## src/rtl/text_memory_loader_pkg.sv

```systemverilog
// Shared definitions for the text memory loader: FSM encoding and word/byte geometry.
package text_memory_loader_pkg;

  localparam int unsigned BYTES_PER_WORD = 4;
  localparam int unsigned BYTE_WIDTH     = 8;

  typedef enum logic [1:0] {
    ST_IDLE  = 2'd0,
    ST_RECV  = 2'd1,
    ST_WRITE = 2'd2,
    ST_DONE  = 2'd3
  } loader_state_e;

endpackage : text_memory_loader_pkg

```

## src/rtl/text_memory_loader.sv

```systemverilog
// Assembles a byte stream into little-endian 32-bit words and writes them to the text
// memory at word-aligned addresses from 0, holding the core off while a load is running.
module text_memory_loader
  import text_memory_loader_pkg::*;
#(
  parameter int unsigned DATA_WIDTH = 32,
  parameter int unsigned ADDR_WIDTH = 8
) (
  input  logic                  clk,
  input  logic                  rst_n,
  input  logic                  start,
  input  logic [ADDR_WIDTH-2:0] word_count,
  input  logic                  abort,
  input  logic                  byte_valid,
  input  logic [7:0]            byte_data,
  output logic                  byte_ready,
  output logic                  mem_we,
  output logic [ADDR_WIDTH-1:0] mem_addr,
  output logic [DATA_WIDTH-1:0] mem_wdata,
  output logic                  core_hold,
  output logic                  busy,
  output logic                  done
);

  localparam int unsigned CW        = ADDR_WIDTH - 1;
  localparam int unsigned MAX_WORDS = 1 << (ADDR_WIDTH - 2);
  localparam int unsigned IW        = $clog2(BYTES_PER_WORD);

  loader_state_e         state_q, state_d;
  logic [CW-1:0]         remain_q, remain_d;
  logic [IW-1:0]         idx_q, idx_d;
  logic [ADDR_WIDTH-1:0] addr_q, addr_d;
  logic [DATA_WIDTH-1:0] word_q, word_d;
  logic [ADDR_WIDTH-1:0] wr_addr_q, wr_addr_d;
  logic [DATA_WIDTH-1:0] wr_data_q, wr_data_d;

  // State and datapath registers
  always_ff @(posedge clk or negedge rst_n) begin
    if (!rst_n) begin
      state_q   <= ST_IDLE;
      remain_q  <= '0;
      idx_q     <= '0;
      addr_q    <= '0;
      word_q    <= '0;
      wr_addr_q <= '0;
      wr_data_q <= '0;
    end else begin
      state_q   <= state_d;
      remain_q  <= remain_d;
      idx_q     <= idx_d;
      addr_q    <= addr_d;
      word_q    <= word_d;
      wr_addr_q <= wr_addr_d;
      wr_data_q <= wr_data_d;
    end
  end

  // Next-state and datapath update
  always_comb begin
    state_d   = state_q;
    remain_d  = remain_q;
    idx_d     = idx_q;
    addr_d    = addr_q;
    word_d    = word_q;
    wr_addr_d = wr_addr_q;
    wr_data_d = wr_data_q;

    unique case (state_q)
      ST_IDLE: begin
        if (start) begin
          remain_d = (word_count > CW'(MAX_WORDS)) ? CW'(MAX_WORDS) : word_count;
          idx_d    = '0;
          addr_d   = '0;
          word_d   = '0;
          state_d  = (word_count == '0) ? ST_DONE : ST_RECV;
        end
      end

      ST_RECV: begin
        if (abort) begin
          idx_d   = '0;
          word_d  = '0;
          state_d = ST_IDLE;
        end else if (byte_valid) begin
          word_d[{idx_q, 3'b000} +: BYTE_WIDTH] = byte_data;
          idx_d = idx_q + IW'(1);
          // Output word/address are latched here so they hold steady outside WRITE
          if (idx_q == IW'(BYTES_PER_WORD - 1)) begin
            wr_data_d = word_d;
            wr_addr_d = addr_q;
            state_d   = ST_WRITE;
          end
        end
      end

      ST_WRITE: begin
        if (abort) begin
          idx_d   = '0;
          word_d  = '0;
          state_d = ST_IDLE;
        end else begin
          addr_d   = addr_q + ADDR_WIDTH'(BYTES_PER_WORD);
          remain_d = remain_q - CW'(1);
          state_d  = (remain_q == CW'(1)) ? ST_DONE : ST_RECV;
        end
      end

      ST_DONE: state_d = ST_IDLE;

      default: state_d = ST_IDLE;
    endcase
  end

  // Outputs decoded from the state register; abort suppresses the write strobe
  assign byte_ready = (state_q == ST_RECV);
  assign mem_we     = (state_q == ST_WRITE) && !abort;
  assign busy       = (state_q == ST_RECV) || (state_q == ST_WRITE);
  assign core_hold  = busy;
  assign done       = (state_q == ST_DONE);
  assign mem_addr   = wr_addr_q;
  assign mem_wdata  = wr_data_q;

endmodule : text_memory_loader

```

## config.mk

```make
export PLATFORM = sky130hd
export DESIGN_NAME = text_memory_loader
export DESIGN_NICKNAME = d
export VERILOG_FILES = /design/src/rtl/text_memory_loader_pkg.sv /design/src/rtl/text_memory_loader.sv
export SDC_FILE = /design/constraint.sdc
export NUM_CORES = 1
export LEC_CHECK = 0
export ABC_AREA = 1
export ABC_CLOCK_PERIOD_IN_PS = 4000
export BUFFER_PORTS_ARGS = -buffer_cell sky130_fd_sc_hd__buf_2
export CORE_ASPECT_RATIO = 1.25
export CORE_UTILIZATION = 55
export CTS_BUF_LIST = sky130_fd_sc_hd__clkbuf_8
export DETAILED_ROUTE_END_ITERATION = 8
export PLACE_DENSITY = 0.85
export REMOVE_ABC_BUFFERS = 1
export SLEW_MARGIN = 0
export SYNTH_ARGS = -nofsm -noshare
export SYNTH_HDL_FRONTEND = slang
export SYNTH_SLANG_ARGS = --single-unit
```

## constraint.sdc

```tcl
create_clock -name clk -period 4 [get_ports clk]
set_input_delay 1.2 -clock clk [delete_from_list [all_inputs] [get_ports clk]]
set_output_delay 1.2 -clock clk [all_outputs]
set_load 0.005 [all_outputs]
```

==> results of run 1 <==
[cell families (layout without fill, tap and decap cells)]
logic type,Yosys count,count (layout),synth area share
AND/OR/NAND/NOR,336,336,0.3186
XOR/XNOR,1,1,0.001931
flip-flops,87,87,0.4800
adder cells (fa/ha/maj),14,14,0.03862
other,1,2,0.0008268
buffers and inverters,72,125,0.08800
AO/OA/AOI/OAI,56,56,0.07200
[sequential cells by signal, summed over array words and instances (netlist names)]
register,cells
mem_wdata,32
word_q,32
remain_q,7
addr_q,6
mem_addr,6
idx_q,2
state_q,2
[power groups by stage]
stage | sequential, mW | combinational, mW | clock [mW]
3_5_place_dp | 1.10 | 1.08 | 0
4_1_cts | 1.08 | 1.10 | 0.700
5_1_grt | 1.10 | 1.22 | 0.735
3_3_place_gp | 1.09 | 1.05 | 0
2_1_floorplan | 1.08 | 0.761 | 0
6_report | 1.08 | 1.10 | 0.693
[worst max-delay path: stages, from the launching register on]
cell,delay (ps)
dfrtp_1,410
inv_1,130
ha_1,550
nand2_2,170
inv_1,170
buf_2,140
[worst paths after layout]
check	startpoint	end	slack, ps	depth (start not counted)
setup / recovery	state_q[0]$_DFFE_PN0P_	mem_we	880	5
hold / removal	mem_addr[2]$_DFFE_PN0P_	mem_addr[2]$_DFFE_PN0P_	480	2
setup reg to reg	state_q[0]$_DFFE_PN0P_	addr_q[5]$_DFFE_PN0P_	1710	9
hold reg to reg	mem_addr[2]$_DFFE_PN0P_	mem_addr[2]$_DFFE_PN0P_	480	2
max in group asynchronous	rst_n	mem_wdata[19]$_DFFE_PN0P_	2310	1
min in group asynchronous	rst_n	remain_q[3]$_DFFE_PN0P_	1010	1
[through the flow]
| step | setup WS, ps | instances |
|---|---|---|
| 2_1_floorplan | 1369 | 541 |
| 3_3_place_gp | 1083 | 700 |
| 3_5_place_dp | 1055 | 700 |
| 4_1_cts | 872.7 | 716 |
| 5_1_grt | 743.3 | 716 |
| 6_report | 877.6 | 716 |
[placed cells by master, fill, tap and decap left out, types with 2 or more instances in the layout]
cell and count:
buf_4 3, clkinvlp_4 2, nor2_1 37, nor2_8 2, nand2_2 4, nand4_1 21, dfrtp_1 87, inv_2 7
o21ai_0 14, conb_1 2, clkbuf_8 10, o22ai_1 8, nor2_4 2, o21ai_1 11, ha_1 14, bufinv_16 2
inv_1 36, a31oi_1 16, buf_2 61, nand2_1 217, a21oi_1 4, nand3_1 49
[final cells by class]
class / instances / area, sq um / share of cell area
Clock buffer: 10 / 137.6 / 0.02759
Clock inverter: 6 / 92.59 / 0.01856
Inverter: 45 / 171.4 / 0.03436
Multi-Input combinational cell: 409 / 1963 / 0.3935
Sequential cell: 87 / 2177 / 0.4364
Tap cell: 95 / 118.9 / 0.02383
Timing Repair Buffer: 64 / 327.8 / 0.06571
[metal layers]
metal,vias up,global-route usage,wire [microns]
met2,161,0.4239,5125
met5,-,0,0
met4,0,0.1244,344
met3,33,0.03984,558
met1,1885,0.3129,4275
li1,1928,-,-
==> metrics.md, run 1 <==
| Metric | Value |
|---|---|
| Cell taking the most area after synthesis | `dfrtp_1` |
| Mapped cell area | `0.004536 sq mm` |
| Worst-skew pair later-pin latency | `360 ps` |
| CTS tree | `done` |
| Peak supply drop | `~360 uV` |
| Post-synth top cells | `nand2_1 (217), dfrtp_1 (87), nand3_1 (49), nor2_1 (37), inv_1 (36)` |
| Max_cap viols | `0` |
| Seq/Total Area, Yosys | `0.4800` |
| Antenna Cells | `0` |
| Status | `finished clean` |
| Core Rows | `36` |
| Clock Path Buffers | `2` |
| # IOs | `65` |
| Final worst-path cycle share | `0.7806` |
| Post-Route WL | `10.30 mm` |
| Final Total Pwr | `2.872 mW` |
| Yosys warns | `0` |
| Clock Skew | `approximately 8.2 ps` |
| Slew HR | `0.2967` |
| Core footprint | `0.007883 sq mm` |
| Fraction of layout cells with a size suffix above 1 | `0.1610` |
| Global-route wire length before repair | `17.66 mm` |
| Die area | `0.008616 sq mm` |
| PostCTS Resize Cnt | `0` |
| Worst slew pin tran | `approximately 1100 ps` |
| Most common cell in the netlist | `nand2_1` |
| Post-layout util | `0.6329` |
| Dominant synthesized flop cell | `dfrtp_1` |
| Worst Path Required | `2800 ps` |
| Fmax | `320.3 MHz` |
| Startpoint types | `register` |
| Number of synthesized flops with an enable pin | `0` |
| Fin nets | `650` |
| Port bufs | `62` |
| Async set or reset register ratio after synthesis | `1.000` |
| RSZ-0062 raised after global routing | `no` |
| Max Slew Vio Count | `0` |
| Syn avg cell area | `7.999 sq um` |
| Top cell type's share of synthesized area | `0.4800` |
| Clock Sinks | `87` |
| Psw | `1.204 mW` |
| Design area | `0.004989 sq mm` |
| Worst-path clk slew | `90 ps` |
| Initial antenna violation count | `0` |
| Gate power share | `0.382` |
| # setup viols final | `0` |
| Largest cells by area after synthesis | `dfrtp_1 (48%), nand2_1 (18%), nand3_1 (5.4%)` |
| GRT Util Overall | `0.2515` |
| Initial DRC count | `344` |
| Seq pwr share | `0.376` |
| Critical Path Fanout Max | `15` |
| Fin Setup TNS | `0 ps` |
| H-tree Lvls | `3` |
| GPL Wtd Cong | `0.8743` |
| Placed cell areas | `0.004758 sq mm` |
| Via count | `between 4000 and 5000` |
| Number of global-route vias before repair | `3889` |
| Via density per instance | `around 5.6` |
| PD cells | `~580 mW/mm^2` |
| Syn Inst Count | `approximately 570` |
| Cell internal pwr | `roughly 1.7 mW` |
| Yosys cell types | `31` |
| Final-report hold violation count | `0` |
| Setup CP Type | `register to primary output` |
| Setup repair bufs after CTS | `0` |
| CP arrival | `between 1500 and 2000 ps` |
| Final ANT Viol Nets | `0` |
| Largest net degree at the start of global routing | `88` |
| Clock Power Share | `0.241` |
| Horiz. Die Dim | `83.23 microns` |
| Cts hold-fix bufs | `0` |
| DR pass1 iterations | `7` |
| DRC violations left | `0` |
| Die H | `a little over 100 microns` |
| #FFs+latches synth | `87` |
| Gr ovfl total | `0` |
| Min-Delay Path Class | `register to register` |
| Hold Slack | `479.0 ps` |
| Root Buffer | `clkbuf_8` |
| P_leak | `2.764 nW` |
| Starting density of the core | `0.5754` |
| Switching Share | `0.4190` |
| Filler cell count | `693` |
| Crit path time final | `3122 ps` |
| Critical Path End Type | `primary output` |
| Routed length per placed instance | `14.39 microns` |
| Final HPWL DP | `just over 7 mm` |
| CTS Buf Count | `9` |
| Layout area overhead | `9.986%` |
(Power assumes the default switching activity.)
==> inputs of run 2 (changes only) <==
- ABC_CLOCK_PERIOD_IN_PS: 4000 -> 2690
- CORE_UTILIZATION: 55 -> 54
- PLACE_DENSITY: 0.85 -> 0.87
- clock period: 4 -> 2.69 ns (I/O delays scaled with it)
==> run 2 against run 1 <==
Effect of this change:
- register-to-register slack worse by 1000 ps
- via count about the same
- combinational power increased by 54%
- critical path type unchanged
- critical endpoint unchanged
- worst hold slack got worse by 76 ps
- the run now ends with DRC left
==> metrics.md, run 2 (same netlist as run 1, synthesis figures left out) <==
| Metric | Value |
|---|---|
| H-tree Lvls | `3` |
| DRC violations left | `8` |
| Critical Path Fanout Max | `15` |
| Horiz. Die Dim | `about 84 microns` |
| Filler cell count | `702` |
| Cts hold-fix bufs | `0` |
| CTS Buf Count | `9` |
| Final worst-path cycle share | `0.9346` |
| R2R Path Start | `state_q[0]$_DFFE_PN0P_` |
| Crit path time final | `2514 ps` |
| Core footprint | `0.008194 sq mm` |
| Max Slew Vio Count | `0` |
| Switching Share | `0.4279` |
| Commonest non-fill, non-tap cell in the layout | `nand2_1` |
| Critical path's most frequent cell | `inv_1` |
| PD cells | `833.4 mW/mm^2` |
| CP arrival | `1710 ps` |
| Largest stage delay on the critical path | `410 ps` |
| Core Rows | `37` |
| Clock Sinks | `87` |
| Worst-skew pair later-pin latency | `360 ps` |
| P_leak | `2.782 nW` |
| Clock Power Share | `0.216` |
| Pre-CTS setup slack | `542.3 ps` |
| Gr ovfl total | `0` |
| Die area | `0.008772 sq mm` |
| Final Total Pwr | `4.175 mW` |
| Worst-path clk slew | `around 90 ps` |
| Cell internal pwr | `2.388 mW` |
| Gate power share | `0.406` |
| Wire length on met1 | `4.221 mm` |
| Hold Slack | `403.0 ps` |
| Fin Setup TNS | `0 ps` |
| Min-Delay Path Class | `input pin to async pin` |
| Fin nets | `655` |
| # setup viols final | `0` |
| GRT Util Overall | `0.2504` |
| Root Buffer | `clkbuf_8` |
| Most frequent cells in the layout | `nand2_1 (217), dfrtp_1 (87), buf_2 (61)` |
| Clock Skew | `8.157 ps` |
| Max_cap viols | `0` |
| RSZ-0062 raised after global routing | `no` |
| Starting density of the core | `0.5535` |
| Antenna Cells | `0` |
| Fraction of layout cells with a size suffix above 1 | `0.1661` |
| Startpoint types | `register` |
| Routed length per placed instance | `13.96 microns` |
| Critical path cell sequence | `inv_1, ha_1, buf_4, nand2_2, inv_1, buf_2` |
| Slew HR | `0.6592` |
| Slowest-stage cell, CP | `dfrtp_1` |
| Final ANT Viol Nets | `0` |
| Layout area overhead | `10.46%` |
| Via count | `between 4000 and 5000` |
| Worst slew pin tran | `511.2 ps` |
| Metal3 WL | `roughly 540 microns` |
| Largest net degree at the start of global routing | `52` |
| # IOs | `65` |
| Final HPWL DP | `7.100 mm` |
| Setup WS post-layout | `175.9 ps` |
| Status | `complete, but fails checks` |
| Met2 wire length | `roughly 5.0 mm` |
| Worst Path Required | `1880 ps` |
| CTS tree | `done` |
| Seq pwr share | `0.378` |
| Clock Path Buffers | `2` |
| Psw | `1.787 mW` |
| Final-report hold violation count | `0` |
| Failing checks | `DRC` |
| PostCTS Resize Cnt | `0` |
| Post-Route WL | `approximately 10 mm` |
| Top Metal Used | `met4` |
| Fmax | `397.8 MHz` |
| GPL Wtd Cong | `0.8219` |
| Critical Path End Type | `primary output` |
| Peak supply drop | `489.0 uV` |
| Worst Reg-to-Reg Cells | `11` |
| Crit. Startpoint | `state_q[0]$_DFFE_PN0P_` |
| Port bufs | `62` |
| Die H | `104.5 microns` |
| Global-route wire length before repair | `17.51 mm` |
| Initial antenna violation count | `0` |
| DR pass1 iterations | `7` |
| Setup repair bufs after CTS | `0` |
| Initial DRC count | `326` |
| Via density per instance | `5.541` |
| Setup CP Type | `register to primary output` |
| Post-layout util | `0.6114` |
| Number of global-route vias before repair | `between 3000 and 4000` |
[run 2: final timing paths]
| check | end | slack (ps) |
|---|---|---|
| worst max-delay path | mem_we | 180 |
| worst min-delay path | remain_q[3]$_DFFE_PN0P_ | 400 |
| worst max register to register | remain_q[5]$_DFFE_PN0P_ | 700 |
| worst min register to register | mem_wdata[10]$_DFFE_PN0P_ | 480 |
| max in group asynchronous | mem_wdata[24]$_DFFE_PN0P_ | 1630 |
| min in group clk | mem_wdata[10]$_DFFE_PN0P_ | 480 |
[run 2: power by group through the flow]
stage | Combinational, mW | Sequential [mW] | Clock [mW]
after CTS | 1.68 | 1.58 | 0.922
after detailed placement | 1.67 | 1.60 | 0
final | 1.69 | 1.58 | 0.901
after global routing | 1.91 | 1.60 | 0.977
after floorplan | 1.13 | 1.61 | 0
after global placement | 1.62 | 1.60 | 0
[run 2: layout make-up]
class                      count  area (sq um)  share of cell area
clock inverter                 7         75.07             0.01499
tap                           97         121.4             0.02423
timing repair buffer          69         377.9             0.07542
inverter                      45         171.4             0.03422
clock buffer                   9         123.9             0.02473
sequential                    87          2177              0.4346
multi-input combinational    409          1963              0.3919
[run 2: critical path, delay by kind of cell (launching register included)]
family                     cells  cell delay, ps
buffers and inverters          4             650
and+or+nand+nor                1             110
DFF                            1             410
adders and majority gates      1             170
[run 2: through the flow]
stage	std cells	area (sq um)
3_5_place_dp	707	4811
2_1_floorplan	541	4312
6_report	723	5010
3_3_place_gp	707	4811
5_1_grt	723	5010
4_1_cts	723	5010
[run 2: routing by layer]
metal / track usage / up-vias
met2: 0.4104 / 167
met4: 0.1342 / 0
met1: 0.3203 / 1874
li1: - / 1937
met5: 0 / -
met3: 0.03571 / 28
==> inputs of run 3 (changes only) <==
- CORE_ASPECT_RATIO: 1.25 -> 2
==> run 3 against run 2 <==
Effect of this change:
- the run now ends clean
- critical path depth shrank 1
- die area increased by 0.23%
- routed wire length rose by 9.7%
- count of clock-buffer cells in the layout rose by 4
- global-route usage rose by 2.3 points
- design area barely moved
- register-to-register slack worse by 90 ps
- maximum frequency rose by 9.5%
- sequential power is essentially flat
- final cell count up 0.14%
- largest power group unchanged
==> metrics.md, run 3 (same netlist as run 1, synthesis figures left out) <==
| Metric | Value |
|---|---|
| Peak supply drop | `622.2 uV` |
| Commonest non-fill, non-tap cell in the layout | `nand2_1` |
| Placed insts | `about 700` |
| RSZ-0062 raised after global routing | `no` |
| Met2 wire length | `between 5 and 6 mm` |
| Design area | `0.005007 sq mm` |
| Worst-path clk slew | `about 80 ps` |
| Die H | `131.6 microns` |
| Startpoint types | `register` |
| DR pass1 iterations | `5` |
| Max Slew Vio Count | `0` |
| CTS tree | `done` |
| Clock Sinks | `87` |
| CP arrival | `roughly 1500 ps` |
| Max_cap viols | `0` |
| P_leak | `2.788 nW` |
| Fin nets | `655` |
| Layout area overhead | `10.40%` |
| Critical Path End Type | `primary output` |
| Filler cell count | `approximately 670` |
| PD cells | `843.2 mW/mm^2` |
| Final Total Pwr | `4.222 mW` |
| Root Buffer | `clkbuf_8` |
| Setup WS post-layout | `between 300 and 400 ps` |
| Fraction of layout cells with a size suffix above 1 | `0.1661` |
| Pre-CTS setup slack | `568.9 ps` |
| GRT Util Overall | `0.2735` |
| Clock Path Buffers | `2` |
| Port bufs | `62` |
| Wire length on met1 | `between 4 and 5 mm` |
| Initial DRC count | `304` |
| Setup repair bufs after CTS | `0` |
| # setup viols final | `0` |
| Initial antenna violation count | `0` |
| Largest stage delay on the critical path | `410 ps` |
| R2R Path Start | `state_q[0]$_DFFE_PN0P_` |
| Worst-skew pair later-pin latency | `370 ps` |
| Global-route wire length before repair | `18.29 mm` |
| Fin Setup TNS | `0 ps` |
| Final HPWL DP | `between 7 and 8 mm` |
| Status | `finished clean` |
| Critical path's most frequent cell | `inv_1` |
| Clock Skew | `3.842 ps` |
| Critical path cell sequence | `inv_1, ha_1, nand2_2, inv_1, buf_2` |
| Hold Slack | `between 300 and 400 ps` |
| DRC violations left | `0` |
| Metal3 WL | `577 microns` |
| Gr ovfl total | `0` |
| Via count | `4124` |
| # IOs | `65` |
| Fmax | `435.6 MHz` |
| Min-Delay Path Class | `input pin to async pin` |
| Most frequent cells in the layout | `nand2_1 (217), dfrtp_1 (87), buf_2 (61)` |
| Crit path time final | `2296 ps` |
| Placed cell areas | `0.004812 sq mm` |
| Die area | `0.008792 sq mm` |
| CTS Buf Count | `9` |
| Core footprint | `0.008233 sq mm` |
| Antenna Cells | `0` |
| Reg2Reg Capture Point | `remain_q[5]$_DFFE_PN0P_` |
| Top Metal Used | `met4` |
| Post-Route WL | `11.07 mm` |
| Routed length per placed instance | `between 15 and 20 microns` |
| Final ANT Viol Nets | `0` |
| Reg2Reg Setup Slack | `610 ps` |
| Slowest-stage cell, CP | `dfrtp_1` |
| Final-report hold violation count | `0` |
| Critical Path Fanout Max | `4` |
| Post-layout util | `0.6082` |
| Number of global-route vias before repair | `4055` |
| Non-Filler Instances | `724` |
| GPL Wtd Cong | `between 0.8 and 0.9` |
| PostCTS Resize Cnt | `0` |
| Core Rows | `47` |
| Cts hold-fix bufs | `0` |
| H-tree Lvls | `3` |
| Final worst-path cycle share | `0.8535` |
| Worst Path Required | `1880 ps` |
| Horiz. Die Dim | `66.81 microns` |
| Via density per instance | `5.696` |
| Starting density of the core | `0.5509` |
| Setup CP Type | `register to primary output` |
| Worst Reg-to-Reg Cells | `11` |
| Largest net degree at the start of global routing | `53` |
==> run 3: area by class of cell <==
cell class                      count  area (sq um)  share of cell area
Clock buffer                       13         178.9             0.03573
Clock inverter                      3         16.27            0.003248
Inverter                           45         171.4             0.03423
Multi-Input combinational cell    409          1963              0.3921
Sequential cell                    87          2177              0.4348
Tap cell                           98         122.6             0.02449
Timing Repair Buffer               69         377.9             0.07546
==> run 3: critical path: cells and delay by family (launching register included) <==
family / cells / cell delay (ps)
buffers and inverters: 3 / 420
adder cells (fa/ha/maj): 1 / 200
flip-flops: 1 / 410
AND/OR/NAND/NOR: 1 / 90
==> run 3: power by group <==
part	internal, mW	leakage [nW]	switching (mW)
clock network	0.432	0.103	0.459
registers	1.47	1.20	0.110
logic	0.491	1.49	1.26
total	2.40	2.79	1.83
==> run 3: worst max-delay path by stage <==
| stage | cells past startpoint | to | from | slack, ps |
|---|---|---|---|---|
| 6_report | 5 | mem_we | state_q[0]$_DFFE_PN0P_ | 390 |
| 5_1_grt | 5 | mem_we | state_q[0]$_DFFE_PN0P_ | 310 |
| 4_1_cts | 5 | mem_we | state_q[0]$_DFFE_PN0P_ | 400 |
| 3_5_place_dp | 5 | mem_we | abort | 570 |
| 3_3_place_gp | 5 | mem_we | abort | 570 |
| 2_1_floorplan | 6 | mem_addr[2]$_DFFE_PN0P_ | abort | 550 |
==> run 3: per-layer routing <==
layer / up-vias / GRT usage
li1: 1929 / -
met1: 1976 / 0.2962
met2: 177 / 0.4714
met3: 42 / 0.05469
met4: 0 / 0.1572
met5: - / 0
